[config.mk]
export PLATFORM = sky130hd
export DESIGN_NAME = mem_arbiter_flat
export DESIGN_NICKNAME = d
export VERILOG_FILES = /design/src/rtl/mem_arbiter_if.sv /design/src/rtl/mem_arbiter.sv /design/src/flat_wrapper.sv
export SDC_FILE = /design/constraint.sdc
export NUM_CORES = 1
export LEC_CHECK = 0
export CAP_MARGIN = 20
export CORE_MARGIN = 2
export CORE_UTILIZATION = 41
export DETAILED_ROUTE_END_ITERATION = 16
export PLACE_DENSITY_LB_ADDON = 0.25
export SYNTH_ARGS = -nofsm -noshare
export SYNTH_HDL_FRONTEND = slang
export SYNTH_SLANG_ARGS = --single-unit
[constraint.sdc]
create_clock -name clk -period 2.55 [get_ports clk]
set_input_delay 0.51 -clock clk [delete_from_list [all_inputs] [get_ports clk]]
set_output_delay 0.51 -clock clk [all_outputs]
set_load 0.02 [all_outputs]
[src/rtl/mem_arbiter_if.sv]
// Memory command/response port shared by the arbiter (master) and the memory (slave).
interface mem_arbiter_if #(
  parameter int ADDR_W = 32,
  parameter int DATA_W = 32
);
  logic                  mem_req;
  logic                  mem_we;
  logic [ADDR_W-1:0]     mem_addr;
  logic [DATA_W-1:0]     mem_wdata;
  logic [DATA_W/8-1:0]   mem_be;
  logic                  mem_ready;
  logic [DATA_W-1:0]     mem_rdata;

  modport master (
    output mem_req, mem_we, mem_addr, mem_wdata, mem_be,
    input  mem_ready, mem_rdata
  );

  modport slave (
    input  mem_req, mem_we, mem_addr, mem_wdata, mem_be,
    output mem_ready, mem_rdata
  );
endinterface

[src/rtl/mem_arbiter.sv]
// Two-requester (fetch, load/store) single-port memory arbiter with busy timeout.
// Define MEM_ARB_RR_EN for round-robin tie breaking; otherwise fetch always wins ties.
module mem_arbiter #(
  parameter int ADDR_W  = 32,
  parameter int DATA_W  = 32,
  parameter int TIMEOUT = 16
) (
  input  logic                clk,
  input  logic                reset_n,
  input  logic                ce,
  input  logic                fetch_req,
  input  logic [ADDR_W-1:0]   fetch_addr,
  output logic                fetch_gnt,
  output logic                fetch_rvalid,
  input  logic                ls_req,
  input  logic                ls_we,
  input  logic [ADDR_W-1:0]   ls_addr,
  input  logic [DATA_W-1:0]   ls_wdata,
  input  logic [DATA_W/8-1:0] ls_be,
  output logic                ls_gnt,
  output logic                ls_rvalid,
  output logic [DATA_W-1:0]   rdata,
  output logic                err,
  mem_arbiter_if.master       mem
);

  localparam int BE_W  = DATA_W / 8;
  localparam int CNT_W = 8;

  typedef enum logic [1:0] {
    IDLE,
    BUSY_F,
    BUSY_L
  } state_t;

  state_t              r_state;
  logic [CNT_W-1:0]    r_cnt;
  logic                r_mem_req;
  logic                r_mem_we;
  logic [ADDR_W-1:0]   r_mem_addr;
  logic [DATA_W-1:0]   r_mem_wdata;
  logic [BE_W-1:0]     r_mem_be;
  logic                r_fetch_rvalid;
  logic                r_ls_rvalid;
  logic [DATA_W-1:0]   r_rdata;
  logic                r_err;

  logic w_pick_ls;
  logic w_can_grant;
  logic w_timeout;

`ifdef MEM_ARB_RR_EN
  logic r_prefer_ls;

  assign w_pick_ls = ls_req && (!fetch_req || r_prefer_ls);

  always_ff @(posedge clk or negedge reset_n) begin
    if (!reset_n) begin
      r_prefer_ls <= 1'b0;
    end else if (fetch_gnt) begin
      r_prefer_ls <= 1'b1;
    end else if (ls_gnt) begin
      r_prefer_ls <= 1'b0;
    end
  end
`else
  assign w_pick_ls = ls_req && !fetch_req;
`endif

  // Grants are combinational, so reset_n gates them to keep every output low during reset.
  assign w_can_grant = (r_state == IDLE) && ce && reset_n;
  assign fetch_gnt   = w_can_grant && fetch_req && !w_pick_ls;
  assign ls_gnt      = w_can_grant && w_pick_ls;

  assign w_timeout = (r_cnt == CNT_W'(TIMEOUT - 1));

  // NOTE: all state uses non-blocking assignments so every register samples pre-edge values.
  always_ff @(posedge clk or negedge reset_n) begin
    if (!reset_n) begin
      r_state        <= IDLE;
      r_cnt          <= '0;
      r_mem_req      <= 1'b0;
      r_mem_we       <= 1'b0;
      r_mem_addr     <= '0;
      r_mem_wdata    <= '0;
      r_mem_be       <= '0;
      r_fetch_rvalid <= 1'b0;
      r_ls_rvalid    <= 1'b0;
      r_rdata        <= '0;
      r_err          <= 1'b0;
    end else begin
      r_fetch_rvalid <= 1'b0;
      r_ls_rvalid    <= 1'b0;
      case (r_state)
        IDLE: begin
          if (fetch_gnt) begin
            r_state     <= BUSY_F;
            r_cnt       <= '0;
            r_mem_req   <= 1'b1;
            r_mem_we    <= 1'b0;
            r_mem_addr  <= fetch_addr;
            r_mem_wdata <= '0;
            r_mem_be    <= '1;
          end else if (ls_gnt) begin
            r_state     <= BUSY_L;
            r_cnt       <= '0;
            r_mem_req   <= 1'b1;
            r_mem_we    <= ls_we;
            r_mem_addr  <= ls_addr;
            r_mem_wdata <= ls_wdata;
            r_mem_be    <= ls_be;
          end
        end
        BUSY_F, BUSY_L: begin
          // mem_ready wins over a simultaneous timeout.
          if (mem.mem_ready || w_timeout) begin
            r_state        <= IDLE;
            r_mem_req      <= 1'b0;
            r_fetch_rvalid <= (r_state == BUSY_F);
            r_ls_rvalid    <= (r_state == BUSY_L);
            r_err          <= !mem.mem_ready;
            r_rdata        <= (mem.mem_ready && !r_mem_we) ? mem.mem_rdata : '0;
          end else begin
            r_cnt <= r_cnt + 1'b1;
          end
        end
        default: begin
          r_state   <= IDLE;
          r_mem_req <= 1'b0;
        end
      endcase
    end
  end

  assign fetch_rvalid  = r_fetch_rvalid;
  assign ls_rvalid     = r_ls_rvalid;
  assign rdata         = r_rdata;
  assign err           = r_err;
  assign mem.mem_req   = r_mem_req;
  assign mem.mem_we    = r_mem_we;
  assign mem.mem_addr  = r_mem_addr;
  assign mem.mem_wdata = r_mem_wdata;
  assign mem.mem_be    = r_mem_be;

endmodule

[src/flat_wrapper.sv]
// flat-port wrapper written by rule: the top's interface ports become plain ports
module mem_arbiter_flat 
#(
  parameter int ADDR_W  = 32,
  parameter int DATA_W  = 32,
  parameter int TIMEOUT = 16
)
  (clk, reset_n, ce, fetch_req, fetch_addr, fetch_gnt, fetch_rvalid, ls_req, ls_we, ls_addr, ls_wdata, ls_be, ls_gnt, ls_rvalid, rdata, err, mem_mem_req, mem_mem_we, mem_mem_addr, mem_mem_wdata, mem_mem_be, mem_mem_ready, mem_mem_rdata);
  mem_arbiter_if #(.ADDR_W(ADDR_W), .DATA_W(DATA_W)) mem_i ();
  input  logic clk;
  input  logic reset_n;
  input  logic ce;
  input  logic fetch_req;
  input  logic [ADDR_W-1:0] fetch_addr;
  output logic fetch_gnt;
  output logic fetch_rvalid;
  input  logic ls_req;
  input  logic ls_we;
  input  logic [ADDR_W-1:0] ls_addr;
  input  logic [DATA_W-1:0] ls_wdata;
  input  logic [DATA_W/8-1:0] ls_be;
  output logic ls_gnt;
  output logic ls_rvalid;
  output logic [DATA_W-1:0] rdata;
  output logic err;
  output wire logic [$bits(mem_i.mem_req)-1:0] mem_mem_req;
  output wire logic [$bits(mem_i.mem_we)-1:0] mem_mem_we;
  output wire logic [$bits(mem_i.mem_addr)-1:0] mem_mem_addr;
  output wire logic [$bits(mem_i.mem_wdata)-1:0] mem_mem_wdata;
  output wire logic [$bits(mem_i.mem_be)-1:0] mem_mem_be;
  input wire logic [$bits(mem_i.mem_ready)-1:0] mem_mem_ready;
  input wire logic [$bits(mem_i.mem_rdata)-1:0] mem_mem_rdata;
  assign mem_mem_req = mem_i.mem_req;
  assign mem_mem_we = mem_i.mem_we;
  assign mem_mem_addr = mem_i.mem_addr;
  assign mem_mem_wdata = mem_i.mem_wdata;
  assign mem_mem_be = mem_i.mem_be;
  assign mem_i.mem_ready = mem_mem_ready;
  assign mem_i.mem_rdata = mem_mem_rdata;
  mem_arbiter #(.ADDR_W(ADDR_W), .DATA_W(DATA_W), .TIMEOUT(TIMEOUT)) u_core (.clk(clk), .reset_n(reset_n), .ce(ce), .fetch_req(fetch_req), .fetch_addr(fetch_addr), .fetch_gnt(fetch_gnt), .fetch_rvalid(fetch_rvalid), .ls_req(ls_req), .ls_we(ls_we), .ls_addr(ls_addr), .ls_wdata(ls_wdata), .ls_be(ls_be), .ls_gnt(ls_gnt), .ls_rvalid(ls_rvalid), .rdata(rdata), .err(err), .mem(mem_i));
endmodule
# Yosys cells after proc, flatten, opt, wreduce, memory -nomap -nowiden
# Index checks and enable logic that the tools add are counted.
[op_classes] reduce_logical=20 eq_ne=6 mux=25 addsub=1
[op_table] cell="$mux W32" n=5
[op_table] cell="$mux W8" n=3
[op_table] cell="$pmux W8 S2" n=1
[op_table] cell="$mux W1" n=9
[op_table] cell="$add A8 B1 Y8 const B" n=1
[op_table] cell="$eq A8 B4 Y1 const B" n=1
[op_table] cell="$mux W4" n=2
[op_table] cell="$logic_and A1 B1 Y1" n=7
[op_table] cell="$mux W2" n=3
[op_table] cell="$reduce_and A2 Y1" n=3
[op_table] cell="$logic_not A1 Y1" n=4
[op_table] cell="$pmux W2 S2" n=1
[op_table] cell="$reduce_bool A2 Y1" n=2
[op_table] cell="$ne A3 B3 Y1 const B" n=1
[op_table] cell="$reduce_and A3 Y1" n=1
[op_table] cell="$eq A2 B1 Y1 const B" n=1
[op_table] cell="$eq A2 B2 Y1 const B" n=1
[op_table] cell="$logic_not A2 Y1" n=1
[op_table] cell="$ne A2 B1 Y1 const B" n=1
[op_table] cell="$ne A2 B2 Y1 const B" n=1
[op_table] cell="$pmux W1 S2" n=1
[op_table] cell="$reduce_or A2 Y1" n=1
[op_table] cell="$logic_or A1 B1 Y1" n=1
[word_totals] register_bits=115 in_bits=139 word_cells=63

# Logic depth before layout (Yosys ltp)
[depth] depth_word=7 ltp_mapped=9 ltp_nobuf=6

# Worst setup path before layout
# No wires, ideal clock.
[synth_timing] kind="reg2out" from="reg u_core.r_state[0]" to="out ls_gnt" required_time_ns=2.040 path_buffers=2 setup_slack_ns=0.513 stages_incl_launch_ff=8 arrival_ns=1.527 cell_sequence="dfrtp_1 inv_1 ha_1 buf_2 and3_1 nand2_1 nor2_1 buf_2"
[synth_via] elab_chain_cells=4
[synth_lines] element="start: declaration" line_no="mem_arbiter.sv:36" text="state_t r_state;"
[synth_lines] element="start signal: assignment" line_no="mem_arbiter.sv:80" text="r_state <= IDLE;"
[synth_lines] element="start signal: assignment" line_no="mem_arbiter.sv:97" text="r_state <= BUSY_F;"
[synth_lines] element="start signal: assignment" line_no="mem_arbiter.sv:105" text="r_state <= BUSY_L;"
[synth_lines] element="$logic_not A2 Y1" line_no="mem_arbiter.sv:71" text="assign w_can_grant = (r_state == IDLE) && ce && reset_n;"
[synth_lines] element="$logic_and A1 B1 Y1 (2 in series)" line_no="mem_arbiter.sv:71"
[synth_lines] element="$logic_and A1 B1 Y1" line_no="mem_arbiter.sv:73" text="assign ls_gnt = w_can_grant && w_pick_ls;"
[synth_lines] element="end: declaration" line_no="flat_wrapper.sv:22" text="output logic ls_gnt;"
# Every way passes these cells.

# Final worst setup path
# Same ends and word-level chain as after synthesis.

==> impl_metrics.json <==
{
  "critPathSlowestCell": "sky130_fd_sc_hd__dfrtp_1",
  "cts_max_path_buffers": 2,
  "worstSkewPairLatency_ns": 0.40,
  "cts_buffers": 17,
  "yosysUniqueCellTypes": 39,
  "clkTransAtPathRegs_ns": 0.05,
  "grt_antenna_before_repair": 0,
  "yosys.cell_count.top_type": "sky130_fd_sc_hd__dfrtp_1",
  "cts-htree-levels": 4,
  "clock_tree.root_cell": "sky130_fd_sc_hd__clkbuf_16",
  "floorplan.rows": 40,
  "die_width_um": 114,
  "die_height_um": 114,
  "synthFlopType": "sky130_fd_sc_hd__dfrtp_1",
  "grt-ovfl-total": 0,
  "tritoncts_clock_tree": "yes",
  "detailed_place_hpwl_mm": 10.6,
  "synthesis.yosys.warnings": 0,
  "routedWlPerCell_um": 17.8,
  "design.core.area_um2": 11900,
  "dr_total_vias": 4344,
  "total_nets_final": 809,
  "synth_top_cells_by_count": "115 x sky130_fd_sc_hd__dfrtp_1, 40 x sky130_fd_sc_hd__a21oi_1, 37 x sky130_fd_sc_hd__mux2i_1, 37 x sky130_fd_sc_hd__nor2_1, 33 x sky130_fd_sc_hd__a22o_1",
  "report.final.setup_viol": 0,
  "ff_latch_area_um2": 2880,
  "pwr_density_cell_nw_per_um2": 1180,
  "post_route_cells_drive_above_1_share_pct": 8.26,
  "post_detailed_route_count_of_antenna_violating_nets": 0,
  "final_core_utilization_pct": 68.9,
  "grt_pass1_wl_mm": 23.4,
  "timing.critical_path.fanout_max": 3,
  "largest_stage_delay_on_the_critical_path_ns": 0.38,
  "design.portCount": 246,
  "initialDrtViolationCount": 327,
  "worst_hold_class": "in -> async",
  "synth_top_cells_by_area": "sky130_fd_sc_hd__dfrtp_1 58%, sky130_fd_sc_hd__mux2i_1 7.4%, sky130_fd_sc_hd__and4b_1 6.4%",
  "multi_input_area_um2": 1930,
  "first_global_vias": 4572,
  "filler_cell_count": 882,
  "skew_ns": 0.0106,
  "slew-limit-headroom_pct": 57.3,
  "tritoncts_num_sinks": 115,
  "synth_nets": 563,
  "fmaxAchievable_mhz": 413,
  "finalHoldViolations": 0,
  "drv_cap": 0,
  "critical_path_arrival_ns": 1.91,
  "critical_path.top_delay_family": "buffers and inverters",
  "design.die.area_um2": 13000,
  "required_ns": 2.04,
  "drt-total-wl_mm": 14.7,
  "netlist_area_um2": 4980,
  "cp_cell_sequence": "inv_1 > ha_1 > and3_1 > nand2_2 > nor2_2 > dlygate4sd2_1",
  "place_congestion": 0.785,
  "run_status": "finished clean",
  "worst-slew-pin-transition_ns": 0.641,
  "netlist_instances": 420,
  "remaining_drc_errors": 0,
  "port-buffer-count": 245,
  "cellLeakagePower_nw": 3.98,
  "grt_setup_unrepaired": "no",
  "post_cts_buffers": 0,
  "slew_violations": 0,
  "endpoint_kind": "output port",
  "syn_to_final_growth_pct": 64.8,
  "crit_path_start_kind": "flop",
  "grt_start_max_net_pins": 79,
  "peak_vdd_ir_v": 0.000510,
  "synth.largest_area_cell": "sky130_fd_sc_hd__dfrtp_1",
  "yosysTopAreaCellShare_pct": 57.8,
  "detail_route.vias_per_cell": 5.27,
  "timing_worst_setup_path_type": "reg -> out",
  "synth_area_per_cell_um2": 11.8,
  "synth_seq_cells": 115,
  "synth.yosys.seq_area_share_pct": 57.8,
  "path_buf_inv": 2,
  "setup_total_negative_slack_ns": 0,
  "initial_util_pct": 41.8,
  "grtUsageTotal_pct": 23.2,
  "detail_route.first_pass.iterations": 4,
  "post_synth_edffs": 0,
  "final.period_utilization_pct": 94.8,
  "period_minus_slack_ns": 2.42,
  "synth-async-reset-ratio_pct": 100,
  "antenna-diode-count": 0
}
metal layers:
metal	wire length [um]	part of all wire, %	GRT usage [%]	vias up
li1	-	-	-	2038
met2	7240	49	38.7	193
met4	322	2.2	8.70	0
met5	0	0	0	-
met1	5690	39	26.2	2090
met3	1430	9.8	10.6	23
placed cells by master, fill, tap and decap left out, types with 2 or more instances in the layout:
cell	Yosys	routed
sky130_fd_sc_hd__clkdlybuf4s50_1	0	242
sky130_fd_sc_hd__dfrtp_1	115	115
sky130_fd_sc_hd__a21oi_1	40	40
sky130_fd_sc_hd__mux2i_1	37	37
sky130_fd_sc_hd__nor2_1	37	36
sky130_fd_sc_hd__a22o_1	33	33
sky130_fd_sc_hd__and4b_1	32	32
sky130_fd_sc_hd__a21o_1	32	32
sky130_fd_sc_hd__clkbuf_16	0	17
sky130_fd_sc_hd__buf_4	3	16
sky130_fd_sc_hd__inv_1	8	8
sky130_fd_sc_hd__nand2_1	10	8
sky130_fd_sc_hd__o21ai_2	2	4
sky130_fd_sc_hd__nor3_1	4	4
sky130_fd_sc_hd__ha_1	4	4
sky130_fd_sc_hd__clkinv_2	0	4
sky130_fd_sc_hd__o2bb2ai_1	3	3
sky130_fd_sc_hd__bufinv_16	0	3
sky130_fd_sc_hd__clkinvlp_4	0	3
sky130_fd_sc_hd__and3_1	2	2
sky130_fd_sc_hd__nand2_2	0	2
sky130_fd_sc_hd__nand3_1	2	2
sky130_fd_sc_hd__nor2b_1	2	2
sky130_fd_sc_hd__o21a_1	2	2
sky130_fd_sc_hd__o21ai_0	2	2
sky130_fd_sc_hd__nor4_1	2	2
sky130_fd_sc_hd__o22a_1	2	2
sky130_fd_sc_hd__clkbuf_8	0	2
sky130_fd_sc_hd__clkbuf_1	21	2
sky130_fd_sc_hd__buf_12	0	2
what timing repair did:
item,in CTS,in global routing
hold endpoints to repair,0,0
hold buffers,0,0
endpoints found under the setup margin,1,0
gates resized for setup,1,0
flip-flops by register name, indices dropped and copies added (netlist names):
register and count:
u_core.r_cnt 8, u_core.mem.mem_be 4, u_core.rdata 32, u_core.ls_rvalid 1, u_core.err 1, u_core.mem.mem_we 1
u_core.mem.mem_req 1, u_core.mem.mem_wdata 32, u_core.mem.mem_addr 32, u_core.r_state 2, u_core.fetch_rvalid 1
per-stage QoR:
stage | hold WS [ns] | cells | setup slack, ns | cell area (um2) | power (W)
6_report | 0.241 | 825 | 0.131 | 8200 | 0.00967
5_1_grt | 0.286 | 825 | 0.0134 | 8200 | 0.0102
4_1_cts | 0.251 | 824 | 0.119 | 8180 | 0.00975
3_5_place_dp | 0.465 | 793 | 0.00401 | 7590 | 0.00733
3_3_place_gp | 0.457 | 793 | 0.0820 | 7590 | 0.00723
2_1_floorplan | 0.214 | 420 | 0.513 | 4980 | 0.00524
layout make-up:
cell class	instances	share of cell area [%]
sequential	115	35.1
clock buffer	21	5.61
clock inverter	10	1.62
tap	147	2.24
timing repair buffer	261	31.6
inverter	8	0.366
multi-input combinational	263	23.5
where the power goes:
part | internal, W | switching, W
combinational | 0.00216 | 0.00213
sequential | 0.00257 | 0.000439
clock | 0.00157 | 0.000800
total | 0.00630 | 0.00337
worst register-to-register path, stage by stage, from the launching register on:
cell	delay, ns
sky130_fd_sc_hd__dfrtp_1	0.35
sky130_fd_sc_hd__inv_1	0.08
sky130_fd_sc_hd__ha_1	0.55
sky130_fd_sc_hd__nor2b_1	0.22
sky130_fd_sc_hd__o21a_1	0.35
sky130_fd_sc_hd__o21ai_2	0.12
sky130_fd_sc_hd__a211o_1	0.30
worst paths after layout:
kind | cells past startpoint | slack, ns | from | endpoint
min in group clk | 1 | 0.47 | u_core.rdata[3] | u_core.rdata[3]
worst min-delay path | 2 | 0.24 | reset_n | u_core.rdata[1]
worst min register to register | 1 | 0.47 | u_core.rdata[3] | u_core.rdata[3]
worst max-delay path | 6 | 0.13 | u_core.r_state[0] | ls_gnt
max in group asynchronous | 4 | 1.20 | reset_n | u_core.mem.mem_wdata[4]
worst max register to register | 6 | 0.47 | u_core.r_state[0] | u_core.r_cnt[5]
kinds of logic (layout without fill, tap and decap cells):
| kind of cell | count (synthesis) | count (layout) | share of synthesized area, % |
|---|---|---|---|
| flops | 115 | 115 | 57.8 |
| compound gates | 127 | 127 | 18.0 |
| fa+ha+maj | 4 | 4 | 1.01 |
| simple gates | 95 | 95 | 11.9 |
| mux | 37 | 37 | 7.44 |
| buf+inv | 42 | 300 | 3.75 |
(Power assumes the default switching activity.)
